<file path="src/rtl/lfsr_4_pkg.sv">
// -----------------------------------------------------------------------------
// lfsr_4_pkg
// Shared constants for the 4-bit Fibonacci LFSR (polynomial x^4 + x^3 + 1).
//   DEFAULT_SEED : reset value used when no SEED override is given
//   TAP_HI/TAP_LO: bit positions XORed to form the feedback bit
//   SAFE_SEED    : nonzero value substituted for an all-zero seed or state
//   safe_seed()  : maps a requested seed onto a legal (nonzero) one
// -----------------------------------------------------------------------------
package lfsr_4_pkg;

  localparam logic [3:0] DEFAULT_SEED = 4'b0001;
  localparam int         TAP_HI       = 3;
  localparam int         TAP_LO       = 2;
  localparam logic [3:0] SAFE_SEED    = 4'b0001;

  // All-zero is the lock-up state of an XOR LFSR, so it is never a legal seed.
  function automatic logic [3:0] safe_seed(input logic [3:0] seed);
    return (seed == 4'b0000) ? SAFE_SEED : seed;
  endfunction

endpackage

</file>
<file path="src/rtl/lfsr_4.sv">
// -----------------------------------------------------------------------------
// lfsr_4
// 4-bit maximal-length Fibonacci LFSR, feedback x^4 + x^3 + 1, period 15.
// Each enabled clock shifts left with lfsr[3]^lfsr[2] entering at bit 0.
//
// Parameters:
//   SEED   : reset value; 4'b0000 is replaced by 4'b0001
// Ports:
//   clk    : single clock, rising edge
//   reset  : synchronous, active-high; loads the seed, overrides enable
//   enable : advance one step per clock when high, hold when low
//   lfsr   : current state, driven straight from the state register
//
// Interface timing: there is no handshake. lfsr is valid on every cycle after
// the first reset edge and changes only on a rising edge where reset=1 or
// enable=1.
// -----------------------------------------------------------------------------
module lfsr_4
  import lfsr_4_pkg::*;
#(
  parameter logic [3:0] SEED = DEFAULT_SEED
) (
  input  logic       clk,
  input  logic       reset,
  input  logic       enable,
  output logic [3:0] lfsr
);

  localparam logic [3:0] RESET_VAL = safe_seed(SEED);

  logic [3:0] r_lfsr;
  logic       w_feedback;
  logic [3:0] w_next;

  assign w_feedback = r_lfsr[TAP_HI] ^ r_lfsr[TAP_LO];

  // An all-zero state (only possible from an unreset power-up) would shift to
  // itself forever; steer it back onto the sequence instead.
  always_comb begin
    w_next = {r_lfsr[2:0], w_feedback};
    if (r_lfsr == 4'b0000) begin
      w_next = SAFE_SEED;
    end
  end

  always_ff @(posedge clk) begin
    if (reset) begin
      r_lfsr <= RESET_VAL;
    end else if (enable) begin
      r_lfsr <= w_next;
    end
  end

  assign lfsr = r_lfsr;

endmodule

</file>
<file path="config.mk">
export PLATFORM = sky130hd
export DESIGN_NAME = lfsr_4
export DESIGN_NICKNAME = d
export VERILOG_FILES = /design/src/rtl/lfsr_4_pkg.sv /design/src/rtl/lfsr_4.sv
export SDC_FILE = /design/constraint.sdc
export NUM_CORES = 1
export LEC_CHECK = 0
export ABC_AREA = 1
export ABC_CLOCK_PERIOD_IN_PS = 1900
export BUFFER_PORTS_ARGS = -buffer_cell sky130_fd_sc_hd__clkbuf_2
export CAP_MARGIN = 20
export CORE_AREA = 2 2 39 41
export DETAILED_ROUTE_END_ITERATION = 10
export DIE_AREA = 0 0 41 43
export HOLD_SLACK_MARGIN = 0.05
export PLACE_DENSITY_LB_ADDON = 0.12
export SYNTH_ARGS = -nofsm -noshare
export SYNTH_HDL_FRONTEND = slang
export SYNTH_SLANG_ARGS = --single-unit
</file>
<file path="constraint.sdc">
create_clock -name clk -period 1.9 [get_ports clk]
set_input_delay 0.38 -clock clk [delete_from_list [all_inputs] [get_ports clk]]
set_output_delay 0.38 -clock clk [all_outputs]
set_load 0.005 [all_outputs]
</file>
==> Implementation_results.wiki, run 1 <==
{| class="wikitable"
! Metric !! Value
|-
| CP max FO || 4
|-
| Final routed DRC violation total || 0
|-
| Summed instance area of the synthesized netlist || 171 sq um
|-
| Initial Utilization || 12.4%
|-
| Largest net degree at the start of global routing || 6
|-
| Leakage power || 0.122 nW
|-
| Min Hold Slack || 0.348 ns
|-
| Number of enable flip-flop cells after synthesis || 0
|-
| First DRT Iteration DRCs || 4
|-
| Achievable Freq || 0.896 GHz
|-
| Post-cts resize count || 0
|-
| Fraction of final layout cells sized beyond drive strength 1 || 30.3%
|-
| Worst-path clk slew || 0.04 ns
|-
| CTS Root Buffer Type || clkbuf_4
|-
| Setup Viol. Count Final || 0
|-
| Largest area contributor in the synthesized netlist || dfxtp_1
|-
| Post-synth top area share || 46.7%
|-
| Net count after synthesis || 28
|-
| Buffers on Ports || 6
|-
| Global routing met3 resource utilization || 3.14%
|-
| GP Congestion || 0.731
|-
| Maximum buffer depth of the clock tree || 2
|-
| Area growth syn-to-layout || 42.3%
|-
| Worst slew slack as a fraction of its limit || 90.4%
|-
| Max reg flops || 4
|-
| Final-report max-slew violation count || 0
|-
| Total power divided by cell area || 936 nW/um^2
|-
| Critical path buffers and inverters || 1
|-
| Synth area leaders || dfxtp_1 (47%), nand2_1 (11%), a21oi_1 (8.8%)
|-
| Latest clock arrival within the worst-skew pair || 0.23 ns
|-
| Status || finished, final reports clean
|-
| Category of the worst setup path launch point || register
|-
| Number of warnings reported in the yosys synthesis log || 0
|-
| Number of inserted diodes || 0
|-
| Wire per inst || 7.16 um
|-
| Mean number of vias per cell || 3.49
|-
| Leading post-synthesis cells by instance count || nand2_1 (5), dfxtp_1 (4), inv_1 (4)
|-
| Top delay family on crit path || flip-flops
|-
| Library cell with the highest instance count after synthesis || nand2_1
|-
| End-of-flow core utilization || 17.6%
|-
| Worst hold path startpoint || reset
|-
| Unrepaired setup endpoints after global routing || no
|-
| Worst hold path type || in2reg
|-
| Number of global-route vias before repair || 174
|-
| Met2 Usage GRT || 7.19%
|-
| Final critical-path required period || 1.12 ns
|-
| Setup Skew || 0.00249 ns
|-
| Met1 Use GR || 5.45%
|-
| Post-Synthesis Mean Instance Area || 7.14 sq um
|-
| Non-filler instance count after layout || 49
|-
| Die Outline Area || 1760 sq um
|-
| Core outline area || 1380 sq um
|-
| Overall routed net length || 351 um
|-
| Top Ports || 7
|-
| Placed Instances || 46
|-
| Worst R2R Start || lfsr[2]$_SDFFE_PP0P_
|-
| Worst stage delay on the critical path || 0.37 ns
|-
| Congestion Overflow GR || 0
|-
| Post-Synthesis Cells || 24
|-
| Total of max-cap violations || 0
|-
| Final std cell area, no fill || 244 sq um
|-
| Worst Setup Path Type || reg2out
|-
| Global-route layer with the greatest usage || met2
|-
| Crit path launch || lfsr[0]$_SDFFE_PP1P_
|-
| Number of nets with antenna violations after detailed routing || 0
|-
| HPWL reported at the end of detailed placement || 289 um
|-
| Share of synthesized registers carrying an async set or reset || 0%
|-
| Share of the yosys chip area belonging to registers || 46.7%
|-
| Number of antenna violations at the first check in global routing || 0
|-
| Die Span Y || 43 um
|-
| Global-route wire length before repair || 607 um
|-
| Sum of negative setup slack || 0 ns
|-
| Number of distinct library cells after synthesis || 9
|-
| H-tree depth || 1
|-
| Capturing element type of the critical path || output port
|-
| Clock tree from TritonCTS || built
|-
| Cell with the biggest individual delay on the critical path || dfxtp_1
|-
| Worst VDD drop || 0.000208 V
|-
| Detailed-routing iteration count for the pre-antenna-repair pass || 4
|-
| Total number of vias || 171
|-
| Hold-fix buffer count after cts || 0
|-
| Top FF cell, synth || dfxtp_1
|-
| Post-detailed-placement cell area || 221 sq um
|-
| Number of buffers created by CTS || 3
|-
| Worst path cell trace || clkbuf_2
|-
| NumNets Final || 39
|-
| Transition at the pin with the smallest max-transition slack || 0.142 ns
|-
| Count of state elements after synthesis || 4
|-
| Final count of hold timing violations || 0
|-
| Horizontal die dimension || 41 um
|-
| Final worst path period share || 58.7%
|-
| Aggregate global-route resource usage || 5.52%
|-
| # Post-CTS Setup Buffers || 0
|-
| Critical path arrival || 0.74 ns
|-
| Number of sinks on the clock net || 4
|-
| Number of placement rows || 14
|-
| Critical path data required time || 1.52 ns
|}
[path summary, 6_finish.rpt]
path / to / slack [ns] / depth (start not counted)
max: lfsr[0] / 0.78 / 1
min: lfsr[0]$_SDFFE_PP1P_ / 0.35 / 3
max reg2reg: lfsr[0]$_SDFFE_PP1P_ / 0.92 / 6
min reg2reg: lfsr[3]$_SDFFE_PP0P_ / 0.47 / 2
[report_power, final]
part / switching, W / internal [W] / total [W]
registers: 0.00000550 / 0.0000912 / 0.0000967
logic: 0.0000155 / 0.0000132 / 0.0000287
clock network: 0.0000324 / 0.0000705 / 0.000103
[layout make-up]
cell class | instances | area (sq um)
tap | 16 | 20.0
timing repair buffer | 6 | 30.0
sequential | 4 | 80.1
fill | 160 | 1140
inverter | 5 | 18.8
multi-input combinational | 15 | 72.6
clock buffer | 3 | 22.5
[cell usage in the layout, fill, tap and decap left out]
| master | netlist | layout |
|---|---|---|
| inv_1 | 4 | 4 |
| o21ai_1 | 1 | 1 |
| nand2_1 | 5 | 5 |
| dfxtp_1 | 4 | 4 |
| a21oi_1 | 3 | 3 |
| ha_1 | 1 | 1 |
| clkbuf_2 | 0 | 6 |
| nor2_1 | 3 | 3 |
| inv_2 | 1 | 1 |
| o21ai_0 | 2 | 2 |
| clkbuf_4 | 0 | 3 |
[kinds of logic after synthesis]
| kind of cell | after synthesis | share of synthesized area, % |
|---|---|---|
| AO/OA/AOI/OAI | 6 | 17.5 |
| buffers and inverters | 5 | 10.9 |
| flip-flops | 4 | 46.7 |
| adder cells (fa/ha/maj) | 1 | 7.30 |
| AND/OR/NAND/NOR | 8 | 17.5 |
[layer usage]
metal,vias to the layer above,wire length (um)
met1,74,156
met5,-,0
li1,94,-
met3,0,15
met4,0,0
met2,3,178
[per-stage QoR]
| step | setup slack [ns] | power (W) |
|---|---|---|
| finish | 0.784 | 0.000228 |
| global route | 0.748 | 0.000248 |
| CTS | 0.779 | 0.000235 |
| detailed placement | 0.915 | 0.000127 |
| global placement | 0.905 | 0.000128 |
| floorplan | 0.947 | 0.000114 |
No activity file was read; power rests on OpenSTA's default activity.
==> run 2, diff against run 1 <==
--- a/config.mk
+++ b/config.mk
@@ -5,8 +5,8 @@
 export SDC_FILE = /design/constraint.sdc
 export NUM_CORES = 1
 export LEC_CHECK = 0
-export ABC_AREA = 1
-export ABC_CLOCK_PERIOD_IN_PS = 1900
+export ABC_AREA = 0
+export ABC_CLOCK_PERIOD_IN_PS = 1160
 export BUFFER_PORTS_ARGS = -buffer_cell sky130_fd_sc_hd__clkbuf_2
 export CAP_MARGIN = 20
 export CORE_AREA = 2 2 39 41
==> constraint.sdc (replaced) <==
create_clock -name clk -period 1.16 [get_ports clk]
set_input_delay 0.232 -clock clk [delete_from_list [all_inputs] [get_ports clk]]
set_output_delay 0.232 -clock clk [all_outputs]
set_load 0.005 [all_outputs]
==> Implementation_results.wiki, run 2 <==
{| class="wikitable"
! Metric !! Value
|-
| Number of distinct library cells after synthesis || 11
|-
| Number of placement rows || 14
|-
| Buffers on Ports || 6
|-
| Final-report max-slew violation count || 0
|-
| Summed instance area of the synthesized netlist || 178 sq um
|-
| Latest clock arrival within the worst-skew pair || 0.24 ns
|-
| Core outline area || 1380 sq um
|-
| Worst VDD drop || 0.000304 V
|-
| Post-Synthesis Mean Instance Area || 10.5 sq um
|-
| Wire per inst || 9.34 um
|-
| Combinational power share || 13.1%
|-
| Setup Viol. Count Final || 1
|-
| Transition at the pin with the smallest max-transition slack || 0.219 ns
|-
| Critical path arrival || 1.32 ns
|-
| Number of inserted diodes || 0
|-
| Top FF cell, synth || dfxtp_1
|-
| Global-route layer with the greatest usage || met4
|-
| Die Outline Area || 1760 sq um
|-
| Final routed DRC violation total || 0
|-
| Worst Reg-to-Reg Cells || 4
|-
| Synth area leaders || dfxtp_1 (45%), mux2i_1 (11%), ha_1 (7.0%)
|-
| Post-Synthesis Cells || 17
|-
| Setup slack of the critical path after layout || -0.0357 ns
|-
| Total power divided by cell area || 1380 nW/um^2
|-
| Global-route wire length before repair || 676 um
|-
| Top Ports || 7
|-
| Initial Utilization || 12.8%
|-
| H-tree depth || 1
|-
| Critical path endpoint || lfsr[0]$_SDFFE_PP1P_
|-
| Post-synthesis simple-gate area fraction || 17.6%
|-
| Number of sinks on the clock net || 4
|-
| HPWL reported at the end of detailed placement || 319 um
|-
| Crit path launch || lfsr[3]$_SDFFE_PP0P_
|-
| Unrepaired setup endpoints after global routing || yes
|-
| Pre-CTS worst setup slack || -0.0897 ns
|-
| Fraction of final layout cells sized beyond drive strength 1 || 60.7%
|-
| Area growth syn-to-layout || 57.7%
|-
| Achievable Freq || 0.836 GHz
|-
| Final worst path period share || 103%
|-
| Congestion Overflow GR || 0
|-
| Worst R2R Start || lfsr[3]$_SDFFE_PP0P_
|-
| Number of warnings reported in the yosys synthesis log || 0
|-
| Share of the yosys chip area belonging to registers || 45.1%
|-
| Most common cell after layout, fill and taps aside || clkbuf_2
|-
| Final critical-path required period || 1.20 ns
|-
| Area share of xor/xnor cells in the synthesized design || 0%
|-
| Critical path data required time || 1.28 ns
|-
| Overall power consumption || 0.000387 W
|-
| R2R Setup Slk || -0.04 ns
|-
| Number of antenna violations at the first check in global routing || 0
|-
| Failing checks || negative setup slack
|-
| Multiplexer fraction of the synthesized cell area || 11.3%
|-
| Largest net degree at the start of global routing || 6
|-
| Switching Power || 0.0000923 W
|-
| Fraction of power consumed by the clock network || 46.2%
|-
| CP max FO || 2
|-
| Number of global-route vias before repair || 159
|-
| Fillers || 155
|-
| Combinational family with the most area after synthesis || simple AND/OR/NAND/NOR gates
|-
| Largest area contributor in the synthesized netlist || dfxtp_1
|-
| Global routing met3 resource utilization || 3.14%
|-
| Cell internal pwr || 0.000294 W
|-
| Worst Setup Path Type || reg2reg
|-
| Sum of negative setup slack || -0.0357 ns
|-
| Net count after synthesis || 21
|-
| Overall routed net length || 411 um
|-
| Setup Skew || 0.00204 ns
|-
| Number of nets with antenna violations after detailed routing || 0
|-
| Number of buffers created by CTS || 3
|-
| Detailed-routing iteration count for the pre-antenna-repair pass || 1
|-
| Aggregate global-route resource usage || 6.31%
|-
| Endpoint of the worst register-to-register path || lfsr[0]$_SDFFE_PP1P_
|-
| Synthesized-area fraction occupied by adder cells || 7.04%
|-
| Worst-path clk slew || 0.04 ns
|-
| Clock tree from TritonCTS || built
|-
| Count of state elements after synthesis || 4
|-
| Library cell with the highest instance count after synthesis || dfxtp_1
|-
| # Post-CTS Setup Buffers || 0
|-
| Number of enable flip-flop cells after synthesis || 0
|-
| Category of the worst setup path launch point || register
|-
| Total number of vias || 159
|-
| Status || complete, but fails checks
|-
| Maximum buffer depth of the clock tree || 2
|-
| Switching Share || 23.9%
|-
| Multi-input logic area || 95.1 sq um
|-
| GP Congestion || 0.659
|-
| Final std cell area, no fill || 280 sq um
|-
| Total of max-cap violations || 0
|-
| Mean number of vias per cell || 3.61
|-
| Max reg flops || 4
|-
| Flip-flop and latch area || 82.6 sq um
|-
| NumNets Final || 34
|-
| CTS Root Buffer Type || clkbuf_4
|-
| First DRT Iteration DRCs || 0
|-
| Worst slew slack as a fraction of its limit || 85.4%
|-
| Capturing element type of the critical path || register
|-
| Die Span Y || 43 um
|-
| Leading post-synthesis cells by instance count || dfxtp_1 (4), inv_1 (2), mux2i_1 (2), nor2_1 (2)
|-
| End-of-flow core utilization || 20.3%
|-
| Most frequent cells in the layout || clkbuf_2 (6), clkbuf_4 (3), buf_4 (3)
|-
| Seq pwr share || 40.7%
|-
| Complex-gate fraction of the synthesized area || 10.6%
|-
| Horizontal die dimension || 41 um
|-
| Met1 Use GR || 7.35%
|-
| Worst hold path type || in2reg
|-
| Final count of hold timing violations || 0
|-
| Met2 Usage GRT || 6.88%
|-
| Leakage power || 0.122 nW
|-
| Share of synthesized registers carrying an async set or reset || 0%
|-
| Post-detailed-placement cell area || 245 sq um
|-
| Hold-fix buffer count after cts || 0
|-
| Post-synth top area share || 45.1%
|}
[run 2: cell count changes in the layout (fill, tap and decap cells not counted), sizes merged]
cell    before  now
nor2         3    2
nand3b       0    1
o32ai        0    1
nand2        5    0
nor3b        0    1
o21ai        3    0
inv          5    2
a21oi        3    0
buf          0    3
o32a         0    1
or3b         0    1
mux2i        0    2
[run 2: power by group through the flow]
stage	clock (W)	combinational, W	sequential, W
2_1_floorplan	0	0.0000242	0.000159
3_3_place_gp	0	0.0000512	0.000159
3_5_place_dp	0	0.0000492	0.000160
4_1_cts	0.000189	0.0000523	0.000158
5_1_grt	0.000198	0.0000573	0.000159
6_report	0.000179	0.0000506	0.000157
[run 2: cell families (layout without fill, tap and decap cells)]
family / count (synthesis) / after routing
AO/OA/AOI/OAI: 2 / 2
adder cells (fa/ha/maj): 1 / 1
buffers and inverters: 3 / 14
flip-flops: 4 / 4
multiplexers: 2 / 2
AND/OR/NAND/NOR: 5 / 5
[run 2: cell type report]
cell class	instances	area share [%]
clock buffers	3	8.04
repair buffers	9	18.7
multi-input cells	10	33.9
well taps	16	7.14
flip-flops and latches	4	29.5
inverters	2	2.68
[run 2: per-layer routing]
layer / wire (um) / part of all wire (%) / up-vias
li1: - / - / 83
met1: 179 / 44 / 68
met2: 184 / 45 / 6
met3: 29 / 7.1 / 2
met4: 17 / 4.1 / 0
met5: 0 / 0 / -
[run 2: worst min path at each step]
stage	startpoint	endpoint	cells past startpoint
floorplan	reset	lfsr[2]$_SDFFE_PP0P_	1
global placement	lfsr[3]$_SDFFE_PP0P_	lfsr[3]$_SDFFE_PP0P_	2
detailed placement	lfsr[3]$_SDFFE_PP0P_	lfsr[3]$_SDFFE_PP0P_	2
CTS	reset	lfsr[2]$_SDFFE_PP0P_	3
global route	reset	lfsr[2]$_SDFFE_PP0P_	3
finish	reset	lfsr[2]$_SDFFE_PP0P_	3
[run 2: critical path, cell delays in order, from the launching register on]
cell	delay, ns
dfxtp_2	0.32
inv_2	0.05
ha_4	0.22
or3b_1	0.34
o32a_1	0.16
[run 2: timing repair]
action,CTS,global route
endpoints found under the setup margin,1,1
pin swaps,0,0
resized for setup,2,0
endpoints found under the hold margin,0,0
[run 2: through the flow]
stage          cells  hold WS [ns]
2_1_floorplan     17         0.297
3_3_place_gp      41         0.466
3_5_place_dp      41         0.475
4_1_cts           44         0.274
5_1_grt           44         0.289
6_report          44         0.278
